<file path="config.mk">
export PLATFORM = sky130hd
export DESIGN_NAME = rvh_l1d_ewrq_scu_arb_flat
export DESIGN_NICKNAME = d
export VERILOG_FILES = /design/src/rtl/rvh_l1d_cc_pkg.sv /design/src/rtl/rvh_l1d_ewrq_scu_arb_if.sv /design/src/rtl/rvh_l1d_rr_lock_arb.sv /design/src/rtl/rvh_l1d_ewrq_scu_arb.sv /design/src/flat_wrapper.sv
export SDC_FILE = /design/constraint.sdc
export NUM_CORES = 1
export LEC_CHECK = 0
export ABC_CLOCK_PERIOD_IN_PS = 2300
export CORE_AREA = 3 3 141 143
export DETAILED_ROUTE_END_ITERATION = 8
export DIE_AREA = 0 0 144 146
export GPL_TIMING_DRIVEN = 0
export PLACE_DENSITY_LB_ADDON = 0.12
export SKIP_LAST_GASP = 1
export SYNTH_ARGS = -nofsm -noshare
export SYNTH_HDL_FRONTEND = slang
export SYNTH_SLANG_ARGS = --single-unit
export TNS_END_PERCENT = 50
</file>
<file path="constraint.sdc">
create_clock -name clk -period 2.3 [get_ports clk]
set_input_delay 0.23 -clock clk [delete_from_list [all_inputs] [get_ports clk]]
set_output_delay 0.23 -clock clk [all_outputs]
set_load 0.01 [all_outputs]
</file>
<file path="src/rtl/rvh_l1d_cc_pkg.sv">
`default_nettype none
// ============================================================================
// Module  : rvh_l1d_cc_pkg
// Purpose : Shared cache <-> SCU coherence channel types and constants used by
//           the L1D EWRQ-to-SCU writeback arbiter and its neighbours.
// Contents: cache_id_t, cache_scu_cc_req_t, cache_scu_cc_data_t,
//           cache_scu_cc_resp_t, request/response type enums, width constants.
// Revision: 1.0 - initial release
// ============================================================================
package rvh_l1d_cc_pkg;

  // Master id: msb set marks the instruction cache, the low BID_W bits carry
  // the L1D bank number.
  localparam int CACHE_MASTERID_W = 3;
  localparam int BID_W            = CACHE_MASTERID_W - 1;
  localparam int TID_W            = 2;
  localparam int PADDR_W          = 32;
  localparam int LINE_DATA_W      = 64;

  typedef enum logic [1:0] {
    Evict     = 2'd0,
    WriteBack = 2'd1
  } cc_req_type_e;

  typedef enum logic [1:0] {
    WriteBack_Ack = 2'd0,
    Comp          = 2'd1
  } cc_resp_type_e;

  typedef struct packed {
    logic [CACHE_MASTERID_W-1:0] bid;
    logic [TID_W-1:0]            tid;
  } cache_id_t;

  typedef struct packed {
    cache_id_t          id;
    cc_req_type_e       rtype;
    logic [PADDR_W-1:0] paddr;
  } cache_scu_cc_req_t;

  typedef struct packed {
    cache_id_t              id;
    logic [LINE_DATA_W-1:0] data;
  } cache_scu_cc_data_t;

  typedef struct packed {
    cache_id_t     id;
    cc_resp_type_e rtype;
  } cache_scu_cc_resp_t;

  // True when the id belongs to the instruction cache rather than an L1D bank.
  function automatic logic bid_is_icache(input cache_id_t id);
    return id.bid[CACHE_MASTERID_W-1];
  endfunction

endpackage : rvh_l1d_cc_pkg
`default_nettype wire

</file>
<file path="src/rtl/rvh_l1d_ewrq_scu_arb_if.sv">
`default_nettype none
// ============================================================================
// Module  : rvh_l1d_ewrq_scu_arb_if
// Purpose : Bundles the per-bank EWRQ channels and the single SCU channel
//           pair handled by rvh_l1d_ewrq_scu_arb.
// Ports   : bank_evict_*  per-bank evict request handshake
//           bank_data_*   per-bank writeback data handshake
//           bank_resp_*   SCU response routed back to banks
//           pc_scu_*      evict/data toward SCU
//           scu_pc_resp_* response from SCU
// Modports: slave  - the arbiter
//           master - the environment around it (EWRQs + SCU)
// Revision: 1.0 - initial release
// ============================================================================
interface rvh_l1d_ewrq_scu_arb_if
  import rvh_l1d_cc_pkg::*;
#(
  parameter int N_BANK = 2
) ();

  logic               [N_BANK-1:0] bank_evict_vld_i;
  cache_scu_cc_req_t  [N_BANK-1:0] bank_evict_i;
  logic               [N_BANK-1:0] bank_evict_rdy_o;

  logic               [N_BANK-1:0] bank_data_vld_i;
  cache_scu_cc_data_t [N_BANK-1:0] bank_data_i;
  logic               [N_BANK-1:0] bank_data_rdy_o;

  logic               [N_BANK-1:0] bank_resp_vld_o;
  cache_scu_cc_resp_t              bank_resp_o;
  logic               [N_BANK-1:0] bank_resp_rdy_i;

  logic                            pc_scu_evict_vld_o;
  cache_scu_cc_req_t               pc_scu_evict_o;
  logic                            pc_scu_evict_rdy_i;

  logic                            pc_scu_data_vld_o;
  cache_scu_cc_data_t              pc_scu_data_o;
  logic                            pc_scu_data_rdy_i;

  logic                            scu_pc_resp_vld_i;
  cache_scu_cc_resp_t              scu_pc_resp_i;
  logic                            scu_pc_resp_rdy_o;

  modport slave (
    input  bank_evict_vld_i, bank_evict_i,
    output bank_evict_rdy_o,
    input  bank_data_vld_i, bank_data_i,
    output bank_data_rdy_o,
    output bank_resp_vld_o, bank_resp_o,
    input  bank_resp_rdy_i,
    output pc_scu_evict_vld_o, pc_scu_evict_o,
    input  pc_scu_evict_rdy_i,
    output pc_scu_data_vld_o, pc_scu_data_o,
    input  pc_scu_data_rdy_i,
    input  scu_pc_resp_vld_i, scu_pc_resp_i,
    output scu_pc_resp_rdy_o
  );

  modport master (
    output bank_evict_vld_i, bank_evict_i,
    input  bank_evict_rdy_o,
    output bank_data_vld_i, bank_data_i,
    input  bank_data_rdy_o,
    input  bank_resp_vld_o, bank_resp_o,
    output bank_resp_rdy_i,
    input  pc_scu_evict_vld_o, pc_scu_evict_o,
    output pc_scu_evict_rdy_i,
    input  pc_scu_data_vld_o, pc_scu_data_o,
    output pc_scu_data_rdy_i,
    output scu_pc_resp_vld_i, scu_pc_resp_i,
    input  scu_pc_resp_rdy_o
  );

endinterface : rvh_l1d_ewrq_scu_arb_if
`default_nettype wire

</file>
<file path="src/rtl/rvh_l1d_rr_lock_arb.sv">
`default_nettype none
// ============================================================================
// Module  : rvh_l1d_rr_lock_arb
// Purpose : Round-robin arbiter with grant locking. Once a grant is presented
//           downstream and not accepted, it is held until the handshake.
// Ports   : clk, rst       clock, async active-high reset
//           req_i [N]      eligible requesters (used when not locked)
//           vld_i [N]      raw valids (the locked requester is tracked by this)
//           rdy_i          downstream ready
//           gnt_o [N]      one-hot grant
//           gnt_idx_o      grant index
//           gnt_vld_o      a grant is presented downstream
//           hs_o           handshake pulse (gnt_vld_o & rdy_i)
// Revision: 1.0 - initial release
// ============================================================================
module rvh_l1d_rr_lock_arb #(
  parameter int N     = 2,
  parameter int IDX_W = (N > 1) ? $clog2(N) : 1
) (
  input  logic             clk,
  input  logic             rst,
  input  logic [N-1:0]     req_i,
  input  logic [N-1:0]     vld_i,
  input  logic             rdy_i,
  output logic [N-1:0]     gnt_o,
  output logic [IDX_W-1:0] gnt_idx_o,
  output logic             gnt_vld_o,
  output logic             hs_o
);

  logic [IDX_W-1:0] rr_q;
  logic             lock_q;
  logic [IDX_W-1:0] lock_idx_q;

  logic [IDX_W-1:0] pick_idx;
  logic             pick_vld;
  logic [IDX_W-1:0] scan_idx;
  logic [IDX_W-1:0] rr_nxt;

  // Scan from the farthest offset down to offset 0 so the requester closest
  // to rr_q is the last one written, i.e. the winner.
  always_comb begin
    pick_idx = rr_q;
    pick_vld = 1'b0;
    scan_idx = '0;
    for (int k = N - 1; k >= 0; k--) begin
      scan_idx = IDX_W'((int'(rr_q) + k) % N);
      if (req_i[scan_idx]) begin
        pick_vld = 1'b1;
        pick_idx = scan_idx;
      end
    end
  end

  // A locked grant ignores eligibility masking and follows the raw valid.
  always_comb begin
    if (lock_q) begin
      gnt_idx_o = lock_idx_q;
      gnt_vld_o = vld_i[lock_idx_q] & ~rst;
    end else begin
      gnt_idx_o = pick_idx;
      gnt_vld_o = pick_vld & ~rst;
    end
    hs_o = gnt_vld_o & rdy_i;
    for (int b = 0; b < N; b++) begin
      gnt_o[b] = gnt_vld_o & (gnt_idx_o == IDX_W'(b));
    end
  end

  assign rr_nxt = (gnt_idx_o == IDX_W'(N - 1)) ? '0 : gnt_idx_o + 1'b1;

  always_ff @(posedge clk or posedge rst) begin
    if (rst) begin
      rr_q       <= '0;
      lock_q     <= 1'b0;
      lock_idx_q <= '0;
    end else if (hs_o) begin
      rr_q   <= rr_nxt;
      lock_q <= 1'b0;
    end else if (gnt_vld_o) begin
      lock_q     <= 1'b1;
      lock_idx_q <= gnt_idx_o;
    end
  end

endmodule : rvh_l1d_rr_lock_arb
`default_nettype wire

</file>
<file path="src/rtl/rvh_l1d_ewrq_scu_arb.sv">
`default_nettype none
// ============================================================================
// Module  : rvh_l1d_ewrq_scu_arb
// Purpose : Shares the single private-cache -> SCU evict/writeback channel
//           pair among N_BANK L1D EWRQs, routes SCU responses back by bank
//           id, tracks per-bank outstanding evicts and flags protocol errors.
// Ports   : clk, rst        clock, async active-high reset
//           bus (slave)     bank-side and SCU-side handshakes
//           outstanding_o   per-bank outstanding evict count
//           proto_err_o     sticky protocol-error flag
// Revision: 1.0 - initial release
// ============================================================================
module rvh_l1d_ewrq_scu_arb
  import rvh_l1d_cc_pkg::*;
#(
  parameter int N_BANK  = 2,
  parameter int MAX_OUT = 2,
  parameter int CNT_W   = $clog2(MAX_OUT + 1)
) (
  input  logic                          clk,
  input  logic                          rst,
  rvh_l1d_ewrq_scu_arb_if.slave         bus,
  output logic [N_BANK-1:0][CNT_W-1:0]  outstanding_o,
  output logic                          proto_err_o
);

  localparam int IDX_W = $clog2(N_BANK);

  logic [N_BANK-1:0][CNT_W-1:0] cnt_q, cnt_d;
  logic                         proto_err_q, proto_err_d;

  logic [N_BANK-1:0] ev_req;
  logic [N_BANK-1:0] ev_gnt;
  logic [IDX_W-1:0]  ev_idx;
  logic              ev_vld;
  logic              ev_hs;

  logic [N_BANK-1:0] dat_gnt;
  logic [IDX_W-1:0]  dat_idx;
  logic              dat_vld;
  logic              dat_hs;

  logic [BID_W-1:0]  resp_tgt;
  logic              resp_bad;
  logic [N_BANK-1:0] resp_sel;
  logic              resp_hs;
  logic              resp_is_ack;
  logic [N_BANK-1:0] ev_inc;
  logic [N_BANK-1:0] ack_dec;

  // ---------------- evict channel ----------------
  // A bank at its credit limit cannot win a fresh grant.
  always_comb begin
    for (int b = 0; b < N_BANK; b++) begin
      ev_req[b] = bus.bank_evict_vld_i[b] & (cnt_q[b] < CNT_W'(MAX_OUT));
    end
  end

  rvh_l1d_rr_lock_arb #(.N(N_BANK), .IDX_W(IDX_W)) u_ev_arb (
    .clk       (clk),
    .rst       (rst),
    .req_i     (ev_req),
    .vld_i     (bus.bank_evict_vld_i),
    .rdy_i     (bus.pc_scu_evict_rdy_i),
    .gnt_o     (ev_gnt),
    .gnt_idx_o (ev_idx),
    .gnt_vld_o (ev_vld),
    .hs_o      (ev_hs)
  );

  assign bus.pc_scu_evict_vld_o = ev_vld;
  assign bus.pc_scu_evict_o     = bus.bank_evict_i[ev_idx];
  assign bus.bank_evict_rdy_o   = ev_gnt & {N_BANK{bus.pc_scu_evict_rdy_i}};

  // ---------------- data channel ----------------
  rvh_l1d_rr_lock_arb #(.N(N_BANK), .IDX_W(IDX_W)) u_dat_arb (
    .clk       (clk),
    .rst       (rst),
    .req_i     (bus.bank_data_vld_i),
    .vld_i     (bus.bank_data_vld_i),
    .rdy_i     (bus.pc_scu_data_rdy_i),
    .gnt_o     (dat_gnt),
    .gnt_idx_o (dat_idx),
    .gnt_vld_o (dat_vld),
    .hs_o      (dat_hs)
  );

  assign bus.pc_scu_data_vld_o = dat_vld;
  assign bus.pc_scu_data_o     = bus.bank_data_i[dat_idx];
  assign bus.bank_data_rdy_o   = dat_gnt & {N_BANK{bus.pc_scu_data_rdy_i}};

  // ---------------- response routing ----------------
  // Responses for the I$ or a nonexistent bank are swallowed so the SCU
  // never stalls on them; they only raise the error flag.
  always_comb begin
    resp_tgt = bus.scu_pc_resp_i.id.bid[BID_W-1:0];
    resp_bad = bid_is_icache(bus.scu_pc_resp_i.id) | (int'(resp_tgt) >= N_BANK);
    for (int b = 0; b < N_BANK; b++) begin
      resp_sel[b] = (int'(resp_tgt) == b);
    end
  end

  assign bus.bank_resp_vld_o   = resp_sel & {N_BANK{bus.scu_pc_resp_vld_i & ~resp_bad & ~rst}};
  assign bus.bank_resp_o       = bus.scu_pc_resp_i;
  assign bus.scu_pc_resp_rdy_o = ~rst & (resp_bad | (|(resp_sel & bus.bank_resp_rdy_i)));
  assign resp_hs               = bus.scu_pc_resp_vld_i & bus.scu_pc_resp_rdy_o;
  assign resp_is_ack           = (bus.scu_pc_resp_i.rtype == WriteBack_Ack);

  // ---------------- outstanding counters ----------------
  always_comb begin
    for (int b = 0; b < N_BANK; b++) begin
      ev_inc[b]  = ev_hs & (ev_idx == IDX_W'(b));
      ack_dec[b] = resp_hs & ~resp_bad & resp_is_ack & resp_sel[b];
    end
  end

  // Counters saturate at both ends; an over/underflow attempt is an error.
  always_comb begin
    cnt_d       = cnt_q;
    proto_err_d = proto_err_q;
    if (resp_hs & resp_bad) begin
      proto_err_d = 1'b1;
    end
    for (int b = 0; b < N_BANK; b++) begin
      if (ev_inc[b] & ~ack_dec[b]) begin
        if (cnt_q[b] == CNT_W'(MAX_OUT)) begin
          proto_err_d = 1'b1;
        end else begin
          cnt_d[b] = cnt_q[b] + 1'b1;
        end
      end else if (ack_dec[b] & ~ev_inc[b]) begin
        if (cnt_q[b] == '0) begin
          proto_err_d = 1'b1;
        end else begin
          cnt_d[b] = cnt_q[b] - 1'b1;
        end
      end
    end
  end

  always_ff @(posedge clk or posedge rst) begin
    if (rst) begin
      cnt_q       <= '0;
      proto_err_q <= 1'b0;
    end else begin
      cnt_q       <= cnt_d;
      proto_err_q <= proto_err_d;
    end
  end

  assign outstanding_o = cnt_q;
  assign proto_err_o   = proto_err_q;

endmodule : rvh_l1d_ewrq_scu_arb
`default_nettype wire

</file>
<file path="src/flat_wrapper.sv">
// flat-port wrapper written by rule: the top's interface ports become plain ports
module rvh_l1d_ewrq_scu_arb_flat import rvh_l1d_cc_pkg::*;
#(
  parameter int N_BANK  = 2,
  parameter int MAX_OUT = 2,
  parameter int CNT_W   = $clog2(MAX_OUT + 1)
)
  (clk, rst, outstanding_o, proto_err_o, bus_bank_evict_vld_i, bus_bank_evict_i, bus_bank_evict_rdy_o, bus_bank_data_vld_i, bus_bank_data_i, bus_bank_data_rdy_o, bus_bank_resp_vld_o, bus_bank_resp_o, bus_bank_resp_rdy_i, bus_pc_scu_evict_vld_o, bus_pc_scu_evict_o, bus_pc_scu_evict_rdy_i, bus_pc_scu_data_vld_o, bus_pc_scu_data_o, bus_pc_scu_data_rdy_i, bus_scu_pc_resp_vld_i, bus_scu_pc_resp_i, bus_scu_pc_resp_rdy_o);
  rvh_l1d_ewrq_scu_arb_if #(.N_BANK(N_BANK)) bus_i ();
  input  logic clk;
  input  logic rst;
  output logic [N_BANK-1:0][CNT_W-1:0] outstanding_o;
  output logic proto_err_o;
  input wire logic [$bits(bus_i.bank_evict_vld_i)-1:0] bus_bank_evict_vld_i;
  input wire logic [$bits(bus_i.bank_evict_i)-1:0] bus_bank_evict_i;
  output wire logic [$bits(bus_i.bank_evict_rdy_o)-1:0] bus_bank_evict_rdy_o;
  input wire logic [$bits(bus_i.bank_data_vld_i)-1:0] bus_bank_data_vld_i;
  input wire logic [$bits(bus_i.bank_data_i)-1:0] bus_bank_data_i;
  output wire logic [$bits(bus_i.bank_data_rdy_o)-1:0] bus_bank_data_rdy_o;
  output wire logic [$bits(bus_i.bank_resp_vld_o)-1:0] bus_bank_resp_vld_o;
  output wire logic [$bits(bus_i.bank_resp_o)-1:0] bus_bank_resp_o;
  input wire logic [$bits(bus_i.bank_resp_rdy_i)-1:0] bus_bank_resp_rdy_i;
  output wire logic [$bits(bus_i.pc_scu_evict_vld_o)-1:0] bus_pc_scu_evict_vld_o;
  output wire logic [$bits(bus_i.pc_scu_evict_o)-1:0] bus_pc_scu_evict_o;
  input wire logic [$bits(bus_i.pc_scu_evict_rdy_i)-1:0] bus_pc_scu_evict_rdy_i;
  output wire logic [$bits(bus_i.pc_scu_data_vld_o)-1:0] bus_pc_scu_data_vld_o;
  output wire logic [$bits(bus_i.pc_scu_data_o)-1:0] bus_pc_scu_data_o;
  input wire logic [$bits(bus_i.pc_scu_data_rdy_i)-1:0] bus_pc_scu_data_rdy_i;
  input wire logic [$bits(bus_i.scu_pc_resp_vld_i)-1:0] bus_scu_pc_resp_vld_i;
  input wire logic [$bits(bus_i.scu_pc_resp_i)-1:0] bus_scu_pc_resp_i;
  output wire logic [$bits(bus_i.scu_pc_resp_rdy_o)-1:0] bus_scu_pc_resp_rdy_o;
  assign bus_i.bank_evict_vld_i = bus_bank_evict_vld_i;
  assign bus_i.bank_evict_i = bus_bank_evict_i;
  assign bus_bank_evict_rdy_o = bus_i.bank_evict_rdy_o;
  assign bus_i.bank_data_vld_i = bus_bank_data_vld_i;
  assign bus_i.bank_data_i = bus_bank_data_i;
  assign bus_bank_data_rdy_o = bus_i.bank_data_rdy_o;
  assign bus_bank_resp_vld_o = bus_i.bank_resp_vld_o;
  assign bus_bank_resp_o = bus_i.bank_resp_o;
  assign bus_i.bank_resp_rdy_i = bus_bank_resp_rdy_i;
  assign bus_pc_scu_evict_vld_o = bus_i.pc_scu_evict_vld_o;
  assign bus_pc_scu_evict_o = bus_i.pc_scu_evict_o;
  assign bus_i.pc_scu_evict_rdy_i = bus_pc_scu_evict_rdy_i;
  assign bus_pc_scu_data_vld_o = bus_i.pc_scu_data_vld_o;
  assign bus_pc_scu_data_o = bus_i.pc_scu_data_o;
  assign bus_i.pc_scu_data_rdy_i = bus_pc_scu_data_rdy_i;
  assign bus_i.scu_pc_resp_vld_i = bus_scu_pc_resp_vld_i;
  assign bus_i.scu_pc_resp_i = bus_scu_pc_resp_i;
  assign bus_scu_pc_resp_rdy_o = bus_i.scu_pc_resp_rdy_o;
  rvh_l1d_ewrq_scu_arb #(.N_BANK(N_BANK), .MAX_OUT(MAX_OUT), .CNT_W(CNT_W)) u_core (.clk(clk), .rst(rst), .bus(bus_i), .outstanding_o(outstanding_o), .proto_err_o(proto_err_o));
endmodule
</file>
-- Word level (Yosys, flattened, before mapping)
Cells that the tools add are included.
- equal/unequal tests: 7
- $lt $le $gt $ge: 11
- reductions and logical operators: 13
- add/sub/neg operators: 8
- multiplexer cells: 51
- bitwise gates (word level): 43
- operator list (operator ; count):
    $mux 69 ; 2
    $mux 39 ; 2
    $mux 1 ; 39
    $and 1x1->1 ; 27
    $lt 1x2->1 const B ; 8
    $mux 2 ; 8
    $not 1->1 ; 10
    $and 2x2->2 ; 4
    $logic_not 2->1 ; 4
    $reduce_bool 2->1 ; 4
    $eq 2x2->1 const B ; 3
    $reduce_and 3->1 ; 2
    $add 1x1->1 const B ; 4
    $add 2x1->2 const B ; 2
    $lt 2x2->1 const B ; 2
    $ne 2x1->1 const B ; 2
    $ne 2x2->1 const B ; 2
    $reduce_and 2->1 ; 2
    $sub 2x1->2 const B ; 2
    $ge 2x2->1 const B ; 1
    $or 1x1->1 ; 2
    $reduce_or 2->1 ; 1
- bits in registers: 11

-- Longest topological paths before layout
Gate-level depths: netlist (run 1).
- depth in word-level cells: 17
- gate-level depth with buffers: 11
- mapped depth without buffers: 11

-- Hierarchy
From an unflattened synthesis (run 1), not the netlist that was laid out.
- cell total of the unflattened synthesis: 228
- area total of the unflattened synthesis: 2180.8 um2
- by module, submodules not included (module ; seq. area each (um2) ; cells each ; area each (um2) ; instances):
    rvh_l1d_ewrq_scu_arb ; 125.1 ; 184 ; 1793.0 ; 1
    rvh_l1d_rr_lock_arb ; 75.1 ; 22 ; 193.9 ; 2

-- Worst setup path before layout (run 1)
OpenSTA, ideal clock, no wires.
- path kind: reg-to-reg
- from: register u_core.cnt_q, in the netlist u_core.outstanding_o[3]
- to: register u_core.proto_err_q, in the netlist u_core.proto_err_o
- arrival: 2.009 ns
- slack: 0.151 ns
- stages on the path, launching flop included: 12
- setup time: 0.139 ns
- cells stage by stage: dfrtp_1 nor2b_1 o21bai_1 a211oi_1 nand2_1 inv_1 ha_1 nor2_1 nand2_1 a21oi_1 nor3_1 o221ai_1
- longest elaborated chain between the ends: 17
- RTL lines (element ; RTL line ; RTL):
    from (decl) ; rvh_l1d_ewrq_scu_arb.sv:29 ; logic [N_BANK-1:0][CNT_W-1:0] cnt_q, cnt_d;
    from (signal assigned) ; rvh_l1d_ewrq_scu_arb.sv:146 ; cnt_q <= cnt_d;
    $lt 2x2->1 ; rvh_l1d_ewrq_scu_arb.sv:55 ; ev_req[b] = bus.bank_evict_vld_i[b] & (cnt_q[b] < CNT_W'(MAX_OUT));
    $and 1x1->1 ; rvh_l1d_ewrq_scu_arb.sv:55 ;
    $mux 1 (implied by the code) (2 in a row) ; rvh_l1d_rr_lock_arb.sv:48 ; if (req_i[scan_idx]) begin
    $mux 1 (2 in a row) ; rvh_l1d_rr_lock_arb.sv:48 ;
    $and 1x1->1 ; rvh_l1d_rr_lock_arb.sv:62 ; gnt_vld_o = pick_vld & ~rst;
    $mux 1 ; rvh_l1d_rr_lock_arb.sv:57 ; if (lock_q) begin
    $and 1x1->1 ; rvh_l1d_rr_lock_arb.sv:64 ; hs_o = gnt_vld_o & rdy_i;
    $and 1x1->1 ; rvh_l1d_ewrq_scu_arb.sv:112 ; ev_inc[b] = ev_hs & (ev_idx == IDX_W'(b));
    $not 1->1 ; rvh_l1d_ewrq_scu_arb.sv:131 ; end else if (ack_dec[b] & ~ev_inc[b]) begin
    $and 1x1->1 ; rvh_l1d_ewrq_scu_arb.sv:131 ;
    $mux 1 ; rvh_l1d_ewrq_scu_arb.sv:131 ;
    $mux 1 ; rvh_l1d_ewrq_scu_arb.sv:125 ; if (ev_inc[b] & ~ack_dec[b]) begin
    $mux 1 ; rvh_l1d_ewrq_scu_arb.sv:132 ; if (cnt_q[b] == '0) begin
    $mux 1 ; rvh_l1d_ewrq_scu_arb.sv:131 ;
    $mux 1 (*) ; rvh_l1d_ewrq_scu_arb.sv:125 ;
    net u_core.proto_err_d ; rvh_l1d_ewrq_scu_arb.sv:30 ; logic proto_err_q, proto_err_d;
    to (signal assigned) ; rvh_l1d_ewrq_scu_arb.sv:147 ; proto_err_q <= proto_err_d;
    to (decl) ; rvh_l1d_ewrq_scu_arb.sv:30 ;
Mark *: on every way through the listed nets, which the timed path passes. The rest lies on a longest branch. The select of a mux whose other input is x is not followed.
A chain may end at the register's enable or synchronous reset.

-- Worst setup path in the final report (run 1)
- from: register u_core.cnt_q, in the netlist u_core.outstanding_o[1]
- to: output port bus_pc_scu_evict_o[2]
- longest elaborated chain between the ends: 9
- RTL lines (element ; RTL line ; RTL):
    $lt 2x2->1 (*) ; rvh_l1d_ewrq_scu_arb.sv:55 ;
    $and 1x1->1 (*) ; rvh_l1d_ewrq_scu_arb.sv:55 ;
    $mux 1 (implied by the code) (2 in a row) ; rvh_l1d_rr_lock_arb.sv:48 ;
    $mux 1 ; rvh_l1d_rr_lock_arb.sv:48 ;
    $mux 1 (*) ; rvh_l1d_rr_lock_arb.sv:48 ;
    $mux 1 (*) ; rvh_l1d_rr_lock_arb.sv:57 ;
    $mux 39 (implied by the code) (*) (2 in a row) ; rvh_l1d_ewrq_scu_arb.sv:72 ; assign bus.pc_scu_evict_o = bus.bank_evict_i[ev_idx];
    to (decl) ; flat_wrapper.sv:24 ; output wire logic [$bits(bus_i.pc_scu_evict_o)-1:0] bus_pc_scu_evict_o;
Mark *: on every way between the ends. The rest lies on a longest branch, timed or not. The select of a mux whose other input is x is not followed.

==> results of run 1 <==
worst min-delay path: cells and delay by family:
family,cells,cell delay (ns)
AOI/OAI and AO/OA,2,0.21
buffers and inverters,1,0.11
muxes,1,0.09
power groups by stage:
stage	logic (uW)	registers, uW	clock network (uW)
after floorplan	2060	358	0
after detailed placement	4360	371	0
after CTS	4930	385	327
final	5420	386	320
after global routing	5720	400	343
after global placement	4360	368	0
cell usage in the layout, fill, tap and decap left out, types with 9 or more instances in the layout:
master	Yosys	routed
clkdlybuf4s50_1	0	245
buf_12	0	15
dlygate4sd2_1	0	13
buf_2	11	43
clkbuf_2	0	30
clkdlybuf4s15_1	0	10
mux2_4	1	11
nor2_1	11	9
mux2_2	102	92
buf_6	0	14
buf_4	7	32
inv_1	11	11
stage by stage:
| step | hold WS (ns) | TNS (ns) | area (um^2) | utilization, % |
|---|---|---|---|---|
| 2_1_floorplan | 0.2854 | 0 | 2146 | - |
| 3_3_place_gp | 0.4713 | -101.07 | 6042 | 32.30 |
| 3_5_place_dp | 0.4819 | -104.97 | 6042 | 32.30 |
| 4_1_cts | 0.4985 | -10.79 | 6299 | 33.67 |
| 5_1_grt | 0.5041 | -6.303 | 6560 | 35.07 |
| 6_report | 0.4486 | -2.537 | 6560 | 35.07 |
cell type report:
class | instances | area (um^2) | share of cell area, %
Multi-Input combinational cell | 183 | 1857 | 28.30
Inverter | 11 | 41.29 | 0.6294
Buffer | 19 | 262.8 | 4.005
Tap cell | 234 | 292.8 | 4.463
Sequential cell | 11 | 279.0 | 4.253
Timing Repair Buffer | 399 | 3749 | 57.14
Clock buffer | 4 | 78.83 | 1.202
cells in the mapped netlist:
master and instances:
a2111oi_0 1, a211o_1 2, a211oi_1 3, a21boi_0 1
a21o_1 3, a21oi_1 7, a31oi_1 1, buf_2 11
buf_4 7, clkbuf_1 1, dfrtp_1 11, ha_1 2
inv_1 11, maj3_1 1, maj3_2 1, mux2_1 7
mux2_2 102, mux2_4 1, mux2i_1 5, mux2i_2 1
nand2_1 9, nand2b_1 2, nand3_1 2, nand4b_1 1
nor2_1 11, nor2b_1 3, nor3_1 3, nor3b_1 1
nor4b_1 1, o21a_1 1, o21ai_0 2, o21bai_1 1
o221ai_1 2, o22ai_1 1, o311ai_1 1, or2_2 1
or4_1 2, or4b_1 1
timing repair:
action,CTS,global route
setup buffers,13,23
gates cloned,4,1
gates resized for setup,311,145
pin swaps,1,5
endpoints found under the setup margin,118,112
sequential cells by signal, summed over array words and instances (netlist names):
name,flops
u_core.u_ev_arb.lock_idx_q,1
u_core.u_ev_arb.rr_q,1
u_core.u_dat_arb.rr_q,1
u_core.u_dat_arb.lock_idx_q,1
u_core.outstanding_o,4
u_core.proto_err_o,1
u_core.u_ev_arb.lock_q,1
u_core.u_dat_arb.lock_q,1
routing by layer:
layer / vias up / routed length, um
li1: 1630 / -
met1: 1584 / 4494
met2: 234 / 8865
met3: 16 / 1924
met4: 0 / 312
met5: - / 0
path summary, 6_finish.rpt:
kind,end,cells past startpoint
max,bus_pc_scu_evict_o[2],7
min,u_core.u_ev_arb.lock_q$_DFFE_PP0P_,4
max reg2reg,u_core.proto_err_o$_DFF_PP0_,11
min reg2reg,u_core.u_dat_arb.rr_q$_DFFE_PP0P_,1
max in group asynchronous,u_core.outstanding_o[1]$_DFFE_PP0P_,3
min in group asynchronous,u_core.u_dat_arb.rr_q$_DFFE_PP0P_,3
kinds of logic (layout without fill, tap and decap cells):
group,Yosys count,in the layout,synth area share (%)
and+or+nand+nor,37,37,8.746
muxes,116,116,60.87
DFF,11,11,12.83
adders and majority gates,4,4,2.157
AOI/OAI and AO/OA,26,26,8.281
buffers and inverters,30,433,7.113
==> impl_metrics.env, run 1 <==
export IMPL_outcome="finished with violations"
export IMPL_violations="setup timing"
export IMPL_min_delay_path_class="input port to flip-flop"
export IMPL_wire_per_inst_um=18.11
export IMPL_grt_ovfl_total=0
export IMPL_grt_util_all_layers_pct=13.00
export IMPL_timing_critical_path_arrival_ns=2.21
export IMPL_cts_buffers_inserted=3
export IMPL_yosys_register_bits=11
export IMPL_place_congestion=0.7886
export IMPL_worst_setup_path_type="flip-flop to output pin"
export IMPL_post_layout_nonfiller_instances=861
export IMPL_period_needed_ns=2.438
export IMPL_detail_route_antenna_nets=0
export IMPL_remaining_drc_errors=0
export IMPL_final_setup_worst_slack_ns=-0.1379
export IMPL_cp_slowest_cell="dfrtp_2"
export IMPL_timing_critical_path_from="u_core.outstanding_o[1]$_DFFE_PP0P_"
export IMPL_avgViaCountPerCell=4.023
export IMPL_routed_wirelength_um=15600
export IMPL_fp_dieArea_um2=21020
export IMPL_clock_sinks=11
export IMPL_max_slew_worst_pin_slew_ns=0.4703
export IMPL_hpwl_um=13500
export IMPL_grt_util_met1_pct=10.42
export IMPL_syn_to_final_growth_pct=205.7
export IMPL_grt_setup_unrepaired="true"
export IMPL_worst_r2r_startpoint="u_core.u_ev_arb.lock_idx_q$_DFFE_PP0P_"
export IMPL_yosysTopAreaCellShare_pct=53.53
export IMPL_coreArea_um2=18710
export IMPL_synth_warnings=0
export IMPL_grt_antenna_before_repair=2
export IMPL_worst_path_largest_cell_delay_ns=0.41
export IMPL_fin_crit_sh_pct=106.0
export IMPL_drt_first_iter_violations=44
export IMPL_via_count=3464
export IMPL_drv_cap=0
export IMPL_avgSynthCellArea_um2=9.580
export IMPL_ios=363
export IMPL_grt_max_degree=12
export IMPL_powerDensity_nw_per_um2=934.2
export IMPL_share_clk_of_total_power_pct=5.2
export IMPL_critical_path_endpoint_type="output pin"
export IMPL_layer_with_the_highest_usage="met2"
export IMPL_startpoint_type="flip-flop"
export IMPL_cts_root_buf="clkbuf_16"
export IMPL_clock_path_buffers=2
export IMPL_grt_pass1_vias=3520
export IMPL_ys_types=38
export IMPL_cts_htree_levels=1
export IMPL_fmax_ghz=0.4102
export IMPL_critical_path_top_cell_by_count="buf_12"
export IMPL_path_max_fanout=9
export IMPL_num_nets_final=864
export IMPL_worst_skew_pair_late_latency_ns=0.24
export IMPL_syn_nets=460
export IMPL_grt_use_met3_pct=5.324
export IMPL_initial_utilization_pct=11.47
export IMPL_dieWidth_um=144
export IMPL_die_h_um=146
export IMPL_worst_ir_drop_vdd_v=0.0003811
export IMPL_timing_hold_worst_start="bus_bank_evict_vld_i[1]"
export IMPL_final_layout_size_suffix_gt1_share_pct=43.54
export IMPL_power_switching_fraction_pct=36.61
export IMPL_cts_hold_buf=0
export IMPL_port_buffers=360
export IMPL_worstPathBufferInverterCount=3
export IMPL_fill_cells=1938
export IMPL_seq_area_frac_synth_pct=12.83
export IMPL_hold_viol_final=0
export IMPL_dpl_worst_slack_ns=-1.105
export IMPL_worst_slew_margin_rel_pct=68.61
export IMPL_drv_slew=0
export IMPL_power_share_sequential_pct=6.3
export IMPL_cell_family_contributing_the_most_delay_on_the_critical_path="buffers and inverters"
export IMPL_power_uw=6129
export IMPL_synth_cells=224
export IMPL_tritoncts="yes"
export IMPL_grt_use_met2_pct=28.14
export IMPL_fin_skew_ns=0.003062
export IMPL_synth_largest_area_cell="mux2_2"
export IMPL_required_ns=2.07
export IMPL_num_antenna_cells=0
export IMPL_total_switching_power_uw=2244
export IMPL_dpl_cell_count=818
export IMPL_path_clk_slew_ns=0.04
export IMPL_setup_violations=49
export IMPL_regToRegSetupSlack_ns=0.10
export IMPL_netlist_top_cells_area="mux2_2, dfrtp_1, mux2_1"
export IMPL_grt_pass1_wl_um=20810
export IMPL_intPower_uw=3885
export IMPL_first_pass_iters=4
export IMPL_synthesis_area_um2=2146
export IMPL_share_comb_of_total_power_pct=88.5
export IMPL_core_rowCount=50
export IMPL_power_leakage_uw=0.002845
export IMPL_crit_path_cell_trace="nand2b_4, maj3_2, mux2i_4, buf_12, buf_12, mux2_2, dlygate4sd2_1"
Note: power is estimated with default switching activity, not from simulation.
==> run 2: changes to the inputs <==
--- a/config.mk
+++ b/config.mk
@@ -7,6 +7,7 @@
 export LEC_CHECK = 0
 export ABC_CLOCK_PERIOD_IN_PS = 2300
 export CORE_AREA = 3 3 141 143
+export CTS_CLUSTER_SIZE = 24
 export DETAILED_ROUTE_END_ITERATION = 8
 export DIE_AREA = 0 0 144 146
 export GPL_TIMING_DRIVEN = 0
==> results of run 2 <==
Final layout, timing and power as in run 1 (identical DEF).
